--- config.mk ---
export PLATFORM = sky130hd
export DESIGN_NAME = me_frame_scheduler_flat
export DESIGN_NICKNAME = d
export VERILOG_FILES = /design/src/rtl/me_frame_scheduler_if.sv /design/src/rtl/me_frame_scheduler.sv /design/src/flat_wrapper.sv
export SDC_FILE = /design/constraint.sdc
export NUM_CORES = 1
export LEC_CHECK = 0
export BUFFER_PORTS_ARGS = -buffer_cell sky130_fd_sc_hd__clkbuf_2
export CAP_MARGIN = 20
export CORE_MARGIN = 2
export CORE_UTILIZATION = 40
export CTS_BUF_LIST = sky130_fd_sc_hd__clkbuf_8
export CTS_CLUSTER_DIAMETER = 80
export DETAILED_ROUTE_END_ITERATION = 8
export GPL_ROUTABILITY_DRIVEN = 0
export SYNTH_ARGS = -nofsm -noshare
export SYNTH_HDL_FRONTEND = slang
export SYNTH_SLANG_ARGS = --single-unit
--- constraint.sdc ---
create_clock -name clk -period 5.3 [get_ports clk]
set_input_delay 0.53 -clock clk [delete_from_list [all_inputs] [get_ports clk]]
set_output_delay 0.53 -clock clk [all_outputs]
set_load 0.05 [all_outputs]
--- src/rtl/me_frame_scheduler_if.sv ---
// Block-controller and result-channel signals between the frame scheduler
// and its block controller / result consumer.
interface me_frame_scheduler_if #(
  parameter int MB_BITS = 7,
  parameter int SAD_W   = 16
);
  logic               ctrl_go;
  logic [1:0]         ctrl_r;
  logic               ctrl_done;
  logic               sad_valid;
  logic [SAD_W-1:0]   sad_in;
  logic [7:0]         mv_x_in;
  logic [7:0]         mv_y_in;
  logic               res_valid;
  logic               res_ready;
  logic [SAD_W-1:0]   res_sad;
  logic [7:0]         res_mv_x;
  logic [7:0]         res_mv_y;
  logic [MB_BITS-1:0] res_mb_x;
  logic [MB_BITS-1:0] res_mb_y;
  logic               res_err;

  modport master (
    output ctrl_go, ctrl_r, res_valid, res_sad, res_mv_x, res_mv_y,
           res_mb_x, res_mb_y, res_err,
    input  ctrl_done, sad_valid, sad_in, mv_x_in, mv_y_in, res_ready
  );

  modport slave (
    input  ctrl_go, ctrl_r, res_valid, res_sad, res_mv_x, res_mv_y,
           res_mb_x, res_mb_y, res_err,
    output ctrl_done, sad_valid, sad_in, mv_x_in, mv_y_in, res_ready
  );
endinterface

--- src/rtl/me_frame_scheduler.sv ---
// Motion-estimation frame scheduler: walks the frame macroblock by macroblock,
// launches the block controller, keeps the best SAD candidate and emits results.
//
// state    | meaning
// ---------+------------------------------------------------------------
// S_IDLE   | waiting for frame_start, config may be re-latched
// S_LAUNCH | one-cycle ctrl_go, best-candidate and timeout reset
// S_WAIT   | collecting SAD candidates until ctrl_done or timeout
// S_EMIT   | result presented, held until res_ready
// S_NEXT   | advance raster position or finish the frame
// S_FDONE  | one-cycle frame_done pulse
module me_frame_scheduler #(
  parameter int MB_BITS = 7,
  parameter int SAD_W   = 16,
  parameter int TIMEOUT = 8192
) (
  input  logic               clk,
  input  logic               reset,
  input  logic               frame_start,
  input  logic [MB_BITS-1:0] frame_w_mb,
  input  logic [MB_BITS-1:0] frame_h_mb,
  input  logic [1:0]         r_cfg,
  output logic [MB_BITS-1:0] mb_x,
  output logic [MB_BITS-1:0] mb_y,
  output logic               busy,
  output logic               frame_done,
  me_frame_scheduler_if.master bus
);

  localparam int TO_W = $clog2(TIMEOUT + 1);

  typedef enum logic [2:0] {
    S_IDLE,
    S_LAUNCH,
    S_WAIT,
    S_EMIT,
    S_NEXT,
    S_FDONE
  } state_t;

  state_t             state;
  state_t             state_nxt;

  logic [MB_BITS-1:0] w_lat;
  logic [MB_BITS-1:0] h_lat;
  logic [1:0]         r_lat;
  logic [SAD_W-1:0]   best_sad;
  logic [7:0]         best_mv_x;
  logic [7:0]         best_mv_y;
  logic               err_r;
  logic [TO_W-1:0]    to_cnt;

  logic               dim_zero;
  logic               x_last;
  logic               y_last;
  logic               to_last;
  logic               sad_better;

  assign dim_zero   = (frame_w_mb == '0) || (frame_h_mb == '0);
  assign x_last     = (mb_x == w_lat - MB_BITS'(1));
  assign y_last     = (mb_y == h_lat - MB_BITS'(1));
  assign to_last    = (to_cnt == TO_W'(TIMEOUT - 1));
  // strict compare: equal SADs keep the earlier candidate
  assign sad_better = bus.sad_valid && (bus.sad_in < best_sad);

  always_ff @(posedge clk) begin
    if (!reset) begin
      state <= S_IDLE;
    end else begin
      state <= state_nxt;
    end
  end

  always_comb begin
    state_nxt     = state;
    bus.ctrl_go   = 1'b0;
    bus.res_valid = 1'b0;
    frame_done    = 1'b0;
    busy          = 1'b1;
    case (state)
      S_IDLE: begin
        busy = 1'b0;
        if (frame_start) begin
          state_nxt = dim_zero ? S_FDONE : S_LAUNCH;
        end
      end
      S_LAUNCH: begin
        bus.ctrl_go = 1'b1;
        state_nxt   = S_WAIT;
      end
      S_WAIT: begin
        if (bus.ctrl_done || to_last) begin
          state_nxt = S_EMIT;
        end
      end
      S_EMIT: begin
        bus.res_valid = 1'b1;
        if (bus.res_ready) begin
          state_nxt = S_NEXT;
        end
      end
      S_NEXT: begin
        state_nxt = (x_last && y_last) ? S_FDONE : S_LAUNCH;
      end
      S_FDONE: begin
        frame_done = 1'b1;
        state_nxt  = S_IDLE;
      end
      default: begin
        state_nxt = S_IDLE;
      end
    endcase
  end

  always_ff @(posedge clk) begin
    if (!reset) begin
      w_lat     <= '0;
      h_lat     <= '0;
      r_lat     <= '0;
      mb_x      <= '0;
      mb_y      <= '0;
      best_sad  <= '1;
      best_mv_x <= '0;
      best_mv_y <= '0;
      err_r     <= 1'b0;
      to_cnt    <= '0;
    end else begin
      case (state)
        S_IDLE: begin
          if (frame_start) begin
            w_lat <= frame_w_mb;
            h_lat <= frame_h_mb;
            r_lat <= r_cfg;
            mb_x  <= '0;
            mb_y  <= '0;
          end
        end
        S_LAUNCH: begin
          best_sad  <= '1;
          best_mv_x <= '0;
          best_mv_y <= '0;
          err_r     <= 1'b0;
          to_cnt    <= '0;
        end
        S_WAIT: begin
          if (sad_better) begin
            best_sad  <= bus.sad_in;
            best_mv_x <= bus.mv_x_in;
            best_mv_y <= bus.mv_y_in;
          end
          if (bus.ctrl_done) begin
            err_r <= 1'b0;
          end else if (to_last) begin
            err_r <= 1'b1;
          end else begin
            to_cnt <= to_cnt + TO_W'(1);
          end
        end
        S_NEXT: begin
          // the final macroblock leaves the coordinates where they are
          if (!(x_last && y_last)) begin
            if (x_last) begin
              mb_x <= '0;
              mb_y <= mb_y + MB_BITS'(1);
            end else begin
              mb_x <= mb_x + MB_BITS'(1);
            end
          end
        end
        default: begin
        end
      endcase
    end
  end

  assign bus.ctrl_r   = r_lat;
  assign bus.res_sad  = best_sad;
  assign bus.res_mv_x = best_mv_x;
  assign bus.res_mv_y = best_mv_y;
  assign bus.res_mb_x = mb_x;
  assign bus.res_mb_y = mb_y;
  assign bus.res_err  = err_r;

endmodule

--- src/flat_wrapper.sv ---
// flat-port wrapper written by rule: the top's interface ports become plain ports
module me_frame_scheduler_flat 
#(
  parameter int MB_BITS = 7,
  parameter int SAD_W   = 16,
  parameter int TIMEOUT = 8192
)
  (clk, reset, frame_start, frame_w_mb, frame_h_mb, r_cfg, mb_x, mb_y, busy, frame_done, bus_ctrl_go, bus_ctrl_r, bus_res_valid, bus_res_sad, bus_res_mv_x, bus_res_mv_y, bus_res_mb_x, bus_res_mb_y, bus_res_err, bus_ctrl_done, bus_sad_valid, bus_sad_in, bus_mv_x_in, bus_mv_y_in, bus_res_ready);
  me_frame_scheduler_if #(.MB_BITS(MB_BITS), .SAD_W(SAD_W)) bus_i ();
  input  logic clk;
  input  logic reset;
  input  logic frame_start;
  input  logic [MB_BITS-1:0] frame_w_mb;
  input  logic [MB_BITS-1:0] frame_h_mb;
  input  logic [1:0] r_cfg;
  output logic [MB_BITS-1:0] mb_x;
  output logic [MB_BITS-1:0] mb_y;
  output logic busy;
  output logic frame_done;
  output wire logic [$bits(bus_i.ctrl_go)-1:0] bus_ctrl_go;
  output wire logic [$bits(bus_i.ctrl_r)-1:0] bus_ctrl_r;
  output wire logic [$bits(bus_i.res_valid)-1:0] bus_res_valid;
  output wire logic [$bits(bus_i.res_sad)-1:0] bus_res_sad;
  output wire logic [$bits(bus_i.res_mv_x)-1:0] bus_res_mv_x;
  output wire logic [$bits(bus_i.res_mv_y)-1:0] bus_res_mv_y;
  output wire logic [$bits(bus_i.res_mb_x)-1:0] bus_res_mb_x;
  output wire logic [$bits(bus_i.res_mb_y)-1:0] bus_res_mb_y;
  output wire logic [$bits(bus_i.res_err)-1:0] bus_res_err;
  input wire logic [$bits(bus_i.ctrl_done)-1:0] bus_ctrl_done;
  input wire logic [$bits(bus_i.sad_valid)-1:0] bus_sad_valid;
  input wire logic [$bits(bus_i.sad_in)-1:0] bus_sad_in;
  input wire logic [$bits(bus_i.mv_x_in)-1:0] bus_mv_x_in;
  input wire logic [$bits(bus_i.mv_y_in)-1:0] bus_mv_y_in;
  input wire logic [$bits(bus_i.res_ready)-1:0] bus_res_ready;
  assign bus_ctrl_go = bus_i.ctrl_go;
  assign bus_ctrl_r = bus_i.ctrl_r;
  assign bus_res_valid = bus_i.res_valid;
  assign bus_res_sad = bus_i.res_sad;
  assign bus_res_mv_x = bus_i.res_mv_x;
  assign bus_res_mv_y = bus_i.res_mv_y;
  assign bus_res_mb_x = bus_i.res_mb_x;
  assign bus_res_mb_y = bus_i.res_mb_y;
  assign bus_res_err = bus_i.res_err;
  assign bus_i.ctrl_done = bus_ctrl_done;
  assign bus_i.sad_valid = bus_sad_valid;
  assign bus_i.sad_in = bus_sad_in;
  assign bus_i.mv_x_in = bus_mv_x_in;
  assign bus_i.mv_y_in = bus_mv_y_in;
  assign bus_i.res_ready = bus_res_ready;
  me_frame_scheduler #(.MB_BITS(MB_BITS), .SAD_W(SAD_W), .TIMEOUT(TIMEOUT)) u_core (.clk(clk), .reset(reset), .frame_start(frame_start), .frame_w_mb(frame_w_mb), .frame_h_mb(frame_h_mb), .r_cfg(r_cfg), .mb_x(mb_x), .mb_y(mb_y), .busy(busy), .frame_done(frame_done), .bus(bus_i));
endmodule
==> summary.txt <==
Drt
  • First-pass detailed-route iteration total: 4
  • ANT nets after route: 0
  • DR WL/cell: 14.4 um
  • Vias/cell: 5.22
  • DRC: 0
  • Vias: 3,772
  • Total wire length: 10.4 mm
  • Initial drt markers: 127

Die
  • Cell Rows: 37
  • DIE AREA: 0.0114 sq mm
  • # IOs: 121
  • DIE HEIGHT: 107 um
  • Area of the core: 0.0103 sq mm
  • Initial cell density of the core: 41.0%
  • Die W: 107 um

Global routing
  • Number of global-route vias before repair: 3,528
  • Gr usage total: 18.2%
  • First-pass GRT wire length: 16.8 mm
  • Initial antenna violation count: 0
  • Pin count of the biggest net entering global routing: 27
  • Global route overflow: 0

Power
  • Design Power: 0.00146 W
  • VDD IR max: 0.000170 V
  • Pleak: 2.30 nW
  • Power per cell area: 292 mW/mm^2

Clock network
  • CTS sink cnt: 80
  • Post_cts resized: 0
  • Setup Buffers After CTS: 0
  • CTS max path bufs: 2
  • CTS tree: yes
  • Clock Tree Root: clkbuf_8
  • Htree depth: 3
  • CTS buffer count: 9
  • Hold_buf cts: 0
  • Clk slew on worst S/H paths: 90 ps
  • Worst-Skew Late Latency: 340 ps

Cells and area
  • Final #Nets: 656
  • Fill count: 1,031
  • Commonest non-fill, non-tap cell in the layout: clkbuf_2
  • Finished Layout Cells: 723
  • Proportion of layout cells with a drive suffix above 1: 26.2%
  • Area Growth Syn to Fin: 18.2%
  • Commonest non-fill, non-tap cells in the layout: 120 x clkbuf_2, 80 x dfxtp_1, 53 x nand2_1
  • N_diodes: 0

Worst setup path
  • Critical path cell sequence: inv_1 > ha_1 > o21bai_1 > a211oi_2 > and4bb_1 > a2111o_1 > a41oi_4 > o21ai_1 > a21oi_1
  • CP Max Fanout: 14
  • Worst setup SP type: flip-flop
  • Worst setup path class: flip-flop to flip-flop
  • Worst path slowest cell: dfxtp_1
  • Worst Path Required: 5580 ps
  • Setup crit end kind: flip-flop
  • Critical Path AT: 2980 ps
  • Largest stage delay, worst path: 490 ps

Yosys
  • Main area contributors after synthesis: dfxtp_1 38%, ha_1 5.9%, a21oi_1 5.1%
  • Synth top area share: 37.8%
  • Number of synthesized flops with an enable pin: 0
  • Synth Net Count: 559
  • FF+latch count, synth: 80
  • Unique cell type count in the Yosys netlist: 60
  • Register area share after synthesis: 37.8%
  • Synthesis warning total: 0
  • Ys flop type: dfxtp_1
  • Synth area leader: dfxtp_1
  • Fraction of registers with async set/reset: 0%
  • Gate count of the mapped netlist: 485
  • Cell area after synthesis: 0.00424 sq mm
  • Mapped Avg Cell Area: 8.74 sq um

Timing
  • Slew Limit Headroom: 50.9%
  • Peak Freq: 370 MHz
  • Final Hold Viols: 0
  • Period utilization: 51.0%
  • Pins Over Slew Limit: 0
  • Worst Skew: 13.3 ps
  • Slew @ Worst Pin: 736 ps
  • Setup-failing EPs final: 0
  • RSZ-0062 raised after global routing: no
  • Minimum clock period: 2700 ps
  • Setup TNS: 0 ps

Placed design
  • HPWL Detailed: 7.89 mm
  • Dpl cells: 707
  • PortBufs: 120

Run status
  • Outcome: complete, no violations

Flow run
  • Max cap viols: 0

Hold path
  • Worst hold path class: input pin to flip-flop
==> logic make-up after synthesis <==
family / share of synthesized area [%]
AOI/OAI and AO/OA: 20.8
xor gates and xnor gates: 6.44
adders and majority gates: 5.90
buffers and inverters: 7.38
DFF: 37.8
muxes: 1.42
and+or+nand+nor: 20.3
==> worst max-delay path, delay by kind of cell (launching register included) <==
kind / cells / cell delay (ps)
AOI/OAI and AO/OA: 6 / 1520
adders and majority gates: 1 / 300
buffers and inverters: 1 / 80
DFF: 1 / 490
and+or+nand+nor: 1 / 260
==> cell usage after synthesis, drive strengths merged, types with 3 or more instances <==
library cell  number
nand3             13
nand4             11
nor3              13
a21oi             43
or3               10
inv               27
buf               22
a211oi             3
and3               7
mux2i              6
xnor2             13
a2bb2oi           16
nand2             53
nor4               3
xor2              13
dfxtp             80
a21o               5
and2               4
ha                20
a22o              16
clkbuf            13
or2                4
nor2              30
o21ai             20
==> report_power, final <==
part	internal [W]	switching, W	leakage [nW]
logic	0.000114	0.000229	1.55
registers	0.000630	0.0000339	0.649
clock network	0.000228	0.000225	0.106
total	0.000973	0.000488	2.30
==> worst paths after layout <==
check                                     startpoint                endpoint  slack (ps)  depth (start not counted)
worst min-delay path                  bus_mv_x_in[2]  u_core.bus.res_mv_x[2]         400                          2
worst max-delay path                 u_core.h_lat[0]  u_core.bus.res_mb_x[1]        2600                          9
worst min register to register  u_core.bus.ctrl_r[0]    u_core.bus.ctrl_r[0]         460                          2
worst max register to register       u_core.h_lat[0]  u_core.bus.res_mb_x[1]        2600                          9
==> per-stage QoR <==
| stage | cell area [sq um] | setup WS, ps | hold WS [ps] | util [%] |
|---|---|---|---|---|
| floorplan | 4240 | 2810 | 449 | - |
| global placement | 4810 | 2680 | 441 | 46.6 |
| detailed placement | 4810 | 2630 | 452 | 46.6 |
| CTS | 5010 | 2610 | 383 | 48.5 |
| global route | 5010 | 2400 | 381 | 48.5 |
| finish | 5010 | 2600 | 400 | 48.5 |
==> sequential cells by signal, indices dropped and copies added, names as in the netlist <==
signal               count
u_core.bus.res_sad      16
u_core.bus.res_mv_y      8
u_core.bus.res_mv_x      8
u_core.bus.res_mb_x      7
u_core.bus.res_err       1
u_core.w_lat             7
u_core.state             3
u_core.bus.res_mb_y      7
u_core.bus.ctrl_r        2
u_core.h_lat             7
u_core.to_cnt           14
==> area by class of cell <==
class / count / area, sq um / area share [%]
Clock buffer: 10 / 138 / 2.75
Inverter: 27 / 101 / 2.02
Timing Repair Buffer: 121 / 608 / 12.1
Multi-Input combinational cell: 343 / 2330 / 46.5
Clock inverter: 6 / 58.8 / 1.17
Sequential cell: 80 / 1600 / 32.0
Tap cell: 136 / 170 / 3.40
==> per-layer routing <==
metal / vias up / global-route usage, % / routed length [um]
li1: 1909 / - / -
met1: 1741 / 22.5 / 4680
met2: 110 / 31.3 / 5020
met3: 12 / 4.68 / 502
met4: 0 / 4.82 / 178
met5: - / 0 / 0
No activity file was read; power rests on OpenSTA's default activity.
